**config.mk**
```make
export PLATFORM = sky130hd
export DESIGN_NAME = snn_output_spike_counter
export DESIGN_NICKNAME = d
export VERILOG_FILES = /design/src/rtl/snn_pkg.sv /design/src/rtl/snn_argmax_scan.sv /design/src/rtl/snn_output_spike_counter.sv
export SDC_FILE = /design/constraint.sdc
export NUM_CORES = 1
export LEC_CHECK = 0
export CORE_ASPECT_RATIO = 1.75
export CORE_MARGIN = 5
export CORE_UTILIZATION = 53
export DETAILED_ROUTE_END_ITERATION = 6
export GPL_ROUTABILITY_DRIVEN = 0
export MAX_ROUTING_LAYER = met4
export PLACE_DENSITY = 0.83
export SYNTH_ARGS = -nofsm -noshare
export SYNTH_HDL_FRONTEND = slang
export SYNTH_SLANG_ARGS = --single-unit
```
**constraint.sdc**
```tcl
create_clock -name clk -period 4.3 [get_ports clk]
set_input_delay 0.86 -clock clk [delete_from_list [all_inputs] [get_ports clk]]
set_output_delay 0.86 -clock clk [all_outputs]
set_load 0.1 [all_outputs]
```
**src/rtl/snn_pkg.sv**
```systemverilog
// Shared types and helpers for the SNN output stage: controller states,
// index-width derivation and a saturating increment.
package snn_pkg;

  typedef enum logic [1:0] {
    ST_IDLE = 2'd0,
    ST_SCAN = 2'd1,
    ST_DONE = 2'd2
  } state_e;

  function automatic int idx_width(input int n);
    return (n <= 1) ? 1 : $clog2(n);
  endfunction

  // Callers pass the all-ones value of their own counter width as max_v.
  function automatic logic [31:0] sat_inc(input logic [31:0] v, input logic [31:0] max_v);
    return (v >= max_v) ? max_v : v + 32'd1;
  endfunction

endpackage

```
**src/rtl/snn_argmax_scan.sv**
```systemverilog
// Sequential argmax: walks one neuron per cycle after start_i and pulses
// done_o in the last scan cycle together with the final best index/count.
module snn_argmax_scan
  import snn_pkg::*;
#(
  parameter int N  = 2,
  parameter int CW = 5,
  parameter int IW = 1
) (
  input  logic          clk_i,
  input  logic          rst_i,
  input  logic          abort_i,
  input  logic          start_i,
  input  logic [CW-1:0] cnt_i,
  output logic [IW-1:0] idx_o,
  output logic          busy_o,
  output logic          done_o,
  output logic [IW-1:0] best_idx_o,
  output logic [CW-1:0] best_cnt_o
);

  logic          busy_q, busy_d;
  logic [IW-1:0] idx_q, idx_d;
  logic [IW-1:0] best_idx_q, best_idx_d;
  logic [CW-1:0] best_cnt_q, best_cnt_d;
  logic          better_s, last_s;
  logic [IW-1:0] cand_idx_s;
  logic [CW-1:0] cand_cnt_s;

  // Strict compare so that ties keep the lowest index already held.
  always_comb begin
    better_s   = (cnt_i > best_cnt_q);
    last_s     = (idx_q == IW'(N - 1));
    cand_idx_s = better_s ? idx_q : best_idx_q;
    cand_cnt_s = better_s ? cnt_i : best_cnt_q;
    busy_d     = busy_q;
    idx_d      = idx_q;
    best_idx_d = best_idx_q;
    best_cnt_d = best_cnt_q;
    if (abort_i) begin
      busy_d     = 1'b0;
      idx_d      = '0;
      best_idx_d = '0;
      best_cnt_d = '0;
    end else if (start_i) begin
      busy_d     = 1'b1;
      idx_d      = '0;
      best_idx_d = '0;
      best_cnt_d = '0;
    end else if (busy_q) begin
      busy_d     = !last_s;
      idx_d      = last_s ? idx_q : idx_q + IW'(1);
      best_idx_d = cand_idx_s;
      best_cnt_d = cand_cnt_s;
    end else begin
      busy_d = busy_q;
    end
  end

  always_ff @(posedge clk_i) begin
    if (rst_i) begin
      busy_q     <= 1'b0;
      idx_q      <= '0;
      best_idx_q <= '0;
      best_cnt_q <= '0;
    end else begin
      busy_q     <= busy_d;
      idx_q      <= idx_d;
      best_idx_q <= best_idx_d;
      best_cnt_q <= best_cnt_d;
    end
  end

  assign idx_o      = idx_q;
  assign busy_o     = busy_q;
  assign done_o     = busy_q && last_s;
  assign best_idx_o = cand_idx_s;
  assign best_cnt_o = cand_cnt_s;

endmodule

```
**src/rtl/snn_output_spike_counter.sv**
```systemverilog
// Per-neuron saturating spike counters for the final SNN layer, with an
// argmax scan on sim_done and registered readback for the register file.
module snn_output_spike_counter
  import snn_pkg::*;
#(
  parameter int NUM_OUTPUTS        = 2,
  parameter int COUNT_WIDTH        = 5,
  parameter int C_S_AXI_DATA_WIDTH = 32,
  parameter int IDX_W              = idx_width(NUM_OUTPUTS)
) (
  input  logic                          clk,
  input  logic                          rst,
  input  logic                          clear,
  input  logic                          spike_valid,
  input  logic [NUM_OUTPUTS-1:0]        spikes,
  input  logic                          sim_done,
  input  logic [IDX_W-1:0]              rd_addr,
  output logic [C_S_AXI_DATA_WIDTH-1:0] rd_data,
  output logic                          busy,
  output logic                          result_valid,
  output logic [IDX_W-1:0]              winner,
  output logic [COUNT_WIDTH-1:0]        winner_count,
  output logic [COUNT_WIDTH-1:0]        timesteps,
  output logic                          overrun
);

  localparam logic [COUNT_WIDTH-1:0] CNT_MAX = {COUNT_WIDTH{1'b1}};

  state_e                          state_q, state_d;
  logic [COUNT_WIDTH-1:0]          cnt_q [NUM_OUTPUTS];
  logic [COUNT_WIDTH-1:0]          cnt_d [NUM_OUTPUTS];
  logic [COUNT_WIDTH-1:0]          ts_q, ts_d;
  logic                            ov_q, ov_d;
  logic                            rv_q, rv_d;
  logic [IDX_W-1:0]                win_q, win_d;
  logic [COUNT_WIDTH-1:0]          wc_q, wc_d;
  logic [C_S_AXI_DATA_WIDTH-1:0]   rd_q, rd_d;

  logic                            accept_s, start_s;
  logic                            scan_busy_s, scan_done_s;
  logic [IDX_W-1:0]                scan_idx_s, scan_best_idx_s;
  logic [COUNT_WIDTH-1:0]          scan_cnt_s, scan_best_cnt_s, rd_sel_s;

  assign accept_s = spike_valid && !clear && (state_q != ST_SCAN);
  assign start_s  = sim_done && !clear && (state_q != ST_SCAN);

  snn_argmax_scan #(
    .N  (NUM_OUTPUTS),
    .CW (COUNT_WIDTH),
    .IW (IDX_W)
  ) u_scan (
    .clk_i      (clk),
    .rst_i      (rst),
    .abort_i    (clear),
    .start_i    (start_s),
    .cnt_i      (scan_cnt_s),
    .idx_o      (scan_idx_s),
    .busy_o     (scan_busy_s),
    .done_o     (scan_done_s),
    .best_idx_o (scan_best_idx_s),
    .best_cnt_o (scan_best_cnt_s)
  );

  // Out-of-range addresses match no entry and fall through to zero.
  always_comb begin
    scan_cnt_s = '0;
    rd_sel_s   = '0;
    for (int i = 0; i < NUM_OUTPUTS; i++) begin
      scan_cnt_s = (scan_idx_s == IDX_W'(i)) ? cnt_q[i] : scan_cnt_s;
      rd_sel_s   = (rd_addr == IDX_W'(i)) ? cnt_q[i] : rd_sel_s;
    end
    rd_d = C_S_AXI_DATA_WIDTH'(rd_sel_s);
  end

  always_comb begin
    state_d = state_q;
    if (clear) begin
      state_d = ST_IDLE;
    end else begin
      case (state_q)
        ST_IDLE, ST_DONE: state_d = start_s ? ST_SCAN : state_q;
        ST_SCAN:          state_d = scan_done_s ? ST_DONE : ST_SCAN;
        default:          state_d = ST_IDLE;
      endcase
    end
  end

  always_comb begin
    ts_d = ts_q;
    for (int i = 0; i < NUM_OUTPUTS; i++) cnt_d[i] = cnt_q[i];
    if (clear) begin
      ts_d = '0;
      for (int i = 0; i < NUM_OUTPUTS; i++) cnt_d[i] = '0;
    end else if (accept_s) begin
      ts_d = COUNT_WIDTH'(sat_inc(32'(ts_q), 32'(CNT_MAX)));
      for (int i = 0; i < NUM_OUTPUTS; i++)
        cnt_d[i] = spikes[i] ? COUNT_WIDTH'(sat_inc(32'(cnt_q[i]), 32'(CNT_MAX))) : cnt_q[i];
    end else begin
      ts_d = ts_q;
    end
  end

  // Result is only reloaded by a finished scan; later spikes leave it alone.
  always_comb begin
    rv_d  = rv_q;
    win_d = win_q;
    wc_d  = wc_q;
    ov_d  = ov_q;
    if (clear) begin
      rv_d  = 1'b0;
      win_d = '0;
      wc_d  = '0;
      ov_d  = 1'b0;
    end else begin
      ov_d = ov_q | (spike_valid && (state_q == ST_SCAN));
      if (start_s) begin
        rv_d = 1'b0;
      end else if (scan_done_s) begin
        rv_d  = 1'b1;
        win_d = scan_best_idx_s;
        wc_d  = scan_best_cnt_s;
      end else begin
        rv_d = rv_q;
      end
    end
  end

  always_ff @(posedge clk) begin
    if (rst) begin
      state_q <= ST_IDLE;
      ts_q    <= '0;
      ov_q    <= 1'b0;
      rv_q    <= 1'b0;
      win_q   <= '0;
      wc_q    <= '0;
      rd_q    <= '0;
      for (int i = 0; i < NUM_OUTPUTS; i++) cnt_q[i] <= '0;
    end else begin
      state_q <= state_d;
      ts_q    <= ts_d;
      ov_q    <= ov_d;
      rv_q    <= rv_d;
      win_q   <= win_d;
      wc_q    <= wc_d;
      rd_q    <= rd_d;
      for (int i = 0; i < NUM_OUTPUTS; i++) cnt_q[i] <= cnt_d[i];
    end
  end

  assign rd_data      = rd_q;
  assign busy         = scan_busy_s;
  assign result_valid = rv_q;
  assign winner       = win_q;
  assign winner_count = wc_q;
  assign timesteps    = ts_q;
  assign overrun      = ov_q;

endmodule
```
# [Word-level counts from Yosys, hierarchy flattened]
# Memories as Yosys holds them, arrays and structs flattened.
# Cells that the tools add are included.
[word_totals] register_bits=55 latch_bits=0 ramBits=10 rom_bits=0 in_bits=8 output_inout_bits=46 word_cells=64 mem_count=1
[memory_table] name="cnt_q" depth=2 word_bits=5 rd=2 rd_ports_with_merged_regs=0 wr=2 line="snn_output_spike_counter.sv:30" text="logic [COUNT_WIDTH-1:0] cnt_q [NUM_OUTPUTS];"
[classes] addsub=4 mul=0 div=0 magnitude_cmp=4 eq_ne=4 n_shift=0 n_mux=22 bitwise=4 reduce_logical=13
[ops] op="$mux 5" n=10
[ops] op="$mux 10" n=2
[ops] op="$add 5x1->5 const B" n=3
[ops] op="$ge 5x5->1 const B" n=3
[ops] op="$mux 1" n=7
[ops] op="$logic_and 1x1->1" n=6
[ops] op="$gt 5x5->1" n=1
[ops] op="$mux 2" n=2
[ops] op="$pmux 2 s2" n=1
[ops] op="$reduce_or 2->1" n=2
[ops] op="$or 1x1->1" n=3
[ops] op="$reduce_or 3->1" n=1
[ops] op="$eq 2x1->1 const B" n=1
[ops] op="$eq 2x2->1 const B" n=1
[ops] op="$logic_not 1->1" n=2
[ops] op="$logic_not 2->1" n=1
[ops] op="$ne 2x1->1 const B" n=1
[ops] op="$ne 2x2->1 const B" n=1
[ops] op="$reduce_and 2->1" n=1
[ops] op="$add 1x1->1 const B" n=1
[ops] op="$not 1->1" n=1

# [Longest topological paths before layout]
# An unclocked memory read counts as a cell.
[logic_depth] word_depth=7 depth_mapped=9 mapped_depth_nobuf=7

# [Modules after synthesis]
# Synthesis repeated with hierarchy kept, for this count alone.
[unflattened] cells_unflattened=242 hier_area_um2=2130.8
[modules_own_cells] module="snn_output_spike_counter" n_inst=1 cells_each=185 area_per_inst_um2=1614.0
[modules_own_cells] module="snn_argmax_scan" n_inst=1 cells_each=57 area_per_inst_um2=516.7

# [Worst setup path after synthesis]
# OpenSTA, ideal clock, no wires.
[synth_path] path_kind="register to register" startpoint="register ts_q[0], in the netlist timesteps[0]" endpoint="register ts_q[3], in the netlist timesteps[3]" t_arrival_ps=2043 required_time_ps=4209 path_slack_ps=2166 path_stages_with_launch=7 n_path_buf=0 synth_period_minus_slack_ps=2134 path_cell_list="dfxtp_1 > ha_1 > and3_1 > ha_1 > a31o_2 > a21oi_1 > a311oi_1"
[synth_via] elab_chain_len=2 word_cells_on_any_way=3 cone_classes="add/sub: 1; order compare: 1; mux: 1"
[synth_rtl] element="start: declaration" line="snn_output_spike_counter.sv:32" text="logic [COUNT_WIDTH-1:0] ts_q, ts_d;"
[synth_rtl] element="start signal: assignment" line="snn_output_spike_counter.sv:140" text="ts_q <= ts_d;"
[synth_rtl] element="$add 5x1->5 / $ge 5x5->1 (equally long branches)" line="snn_pkg.sv:17" text="return (v >= max_v) ? max_v : v + 32'd1;"
[synth_rtl] element="$mux 5 (*)" line="snn_pkg.sv:17"
# Every way passes the cells marked *; elsewhere a longest branch is shown, timed or not.
# A chain may end at the register's enable or synchronous reset.

# [Worst setup path after layout]
[layout_path] startpoint="register u_scan.busy_q, in the netlist u_scan.busy_o" endpoint="output busy"
[layout_lines] element="start: declaration" line="snn_argmax_scan.sv:22" text="logic busy_q, busy_d;"
[layout_lines] element="start signal: assignment" line="snn_argmax_scan.sv:67" text="busy_q <= busy_d;"
[layout_lines] element="end: declaration" line="snn_output_spike_counter.sv:19" text="output logic busy,"
# No word-level cell between the ends.

==> run metrics <==
ranking of synthesized cells by area dfxtp_1 35%, buf_4 9.9%, ha_1 6.3%; Post-DP Area 2320 um2; Core Region ~4100 um2; CP Data Required Time roughly 3400 ps; CP Launch Point u_scan.busy_o; Reg clk slew, reported paths ~80 ps; Via density 5.63; Main synth FF type dfxtp_1; Syn-to-layout area delta 10.1%; #FFs+latches synth 38; number of DRC markers in iteration 0 50; relative slew slack between 30 and 40%; cts hold-fix bufs 0; DRC errors left 0; worst path bufs/invs 1; clock skew roughly 6.4 ps; Max clock buf depth 2; cell taking the most area after synthesis dfxtp_1; Detail Placement HPWL 3.46 mm; Die Wd 58.6 um; clk_lat worst skew 290 ps; drt total wl 4.59 mm; cts repair resizes 0; mean area per synthesized cell 8.78 um2; mapped cell area 2190 um2; Final WS setup 1370 ps; slowest stage delay, CP 1220 ps; # setup viols final 0; DIE AREA 5580 um2; Die Ht 95.1 um; IO Count 54; layout cells sized above 1 about 9%; RSZ-0062 raised after global routing no; final period utilization 68.1%; Setup TNS 0 ps; critical path's top delay family buffers and inverters; Worst EP arrival between 2000 and 2500 ps; first-pass GRT wire length 7.56 mm; LEAKAGE 1.00 nW; root buffer cell clkbuf_8; YS warnings 0; Final Max Tran Viols 0; min-delay worst type reg2reg; Commonest cells post-synth 38 x dfxtp_1, 29 x buf_4, 29 x nor2_1; CTS buffer count 5; largest net degree at the start of global routing 15; vias in the first global route 1640; WL per Instance approximately 14 um; Post-synth EDFFs 0; crit path capture type primary output; via count 1802; GR Util All Layers between 10% and 20%; Max Cap Viol 0; top-count cell post-synth dfxtp_1; Final Hold Fails 0; Synth top area share around 35%; Cells after Synth 250; post-synth cell types 45; hold path depth 2; Port Buffers 26; Initial Utilization 53.9%; Cell Rows 31; RR Startpoint u_scan.idx_o; CTS H-tree depth 2; Overflow after GRT 0; worst r2r path cells 7; Cell Pwr Density 329 nW/um2; worst slew pin tran 979 ps; Antenna diodes 0; Post-CTS Setup Bufs 0; Antenna Nets Post-Route 0; start point of the worst hold path winner_count[2]; TritonCTS clock tree yes; clock sink total 38; minimum clock period 2930 ps; crit start category flip-flop; Initial DRT Pass Iterations 4; cells along the critical path clkdlybuf4s50_1; finished layout cell area 2420 um2; Net count, final 289; worst-path fanout max 11; Tot Pwr 0.795 mW; Seq/Total Area, Yosys about a third; hold slack final 471 ps; status finished, final reports clean; Achievable Freq 342 MHz; Peak VDD IR ~0.26 mV; asr flop ratio synth 0%; initial antenna violation count 0; critical path type reg2out; slowest CP cell clkdlybuf4s50_1; Place WS 1580 ps; CP Depth 1
[layout make-up]
type / instances / area (um2)
fill: 373 / 1660
multi-input combinational: 184 / 1180
sequential: 38 / 761
timing repair buffer: 27 / 268
clock buffer: 6 / 82.6
tap: 49 / 61.3
inverter: 14 / 52.6
clock inverter: 2 / 12.5
[placed cells by master, fill, tap and decap left out, types with 2 or more instances in the layout]
master,instances
o21ai_0,6
a31oi_1,5
o221a_1,2
and3_1,5
nand2_1,5
a31o_2,4
clkbuf_8,6
dfxtp_1,38
or2_2,2
nand4_1,6
o2111ai_1,5
conb_1,27
a2bb2oi_1,2
nor2_1,29
and4_1,2
inv_1,14
nand3_1,14
mux2i_1,10
ha_1,11
clkdlybuf4s50_1,26
nor3_1,3
a211oi_1,6
a311oi_1,3
a21oi_1,16
o221a_2,3
[stage by stage]
step	util, %	instances
final	59.4	320
after global routing	59.4	320
after CTS	59.4	320
after detailed placement	57.0	312
after global placement	57.0	312
after floorplan	-	276
[per-layer routing]
layer | GRT usage [%] | up-vias | wire length, um
li1 | - | 894 | -
met1 | 20.0 | 854 | 1860
met2 | 30.8 | 49 | 2390
met3 | 2.98 | 5 | 260
met4 | 6.62 | 0 | 80
met5 | - | - | 0
[flip-flops by register name (all words and copies together) (netlist names)]
register and count:
result_valid 1, winner 1, state_q 2, overrun 1, u_scan.busy_o 1, cnt_q 10
u_scan.best_idx_q 1, winner_count 5, rd_data 5, u_scan.idx_o 1, u_scan.best_cnt_q 5, timesteps 5
[final timing paths]
kind / to / slack, ps
worst min-delay path: winner_count[2] / 470
worst min register to register: winner_count[2] / 470
worst max register to register: u_scan.best_cnt_q[1] / 1720
worst max-delay path: busy / 1370
[logic make-up after synthesis]
group | synth area share [%]
buf+inv | 16.0
mux | 4.56
other cells | 0.171
simple gates | 17.5
fa+ha+maj | 6.27
compound gates | 20.8
flops | 34.7
[power breakdown]
part           internal, mW  total (mW)  switching (mW)
sequential            0.356       0.362         0.00623
combinational        0.0233       0.173           0.150
clock                 0.129       0.259           0.131
No activity file was read; power rests on OpenSTA's default activity.
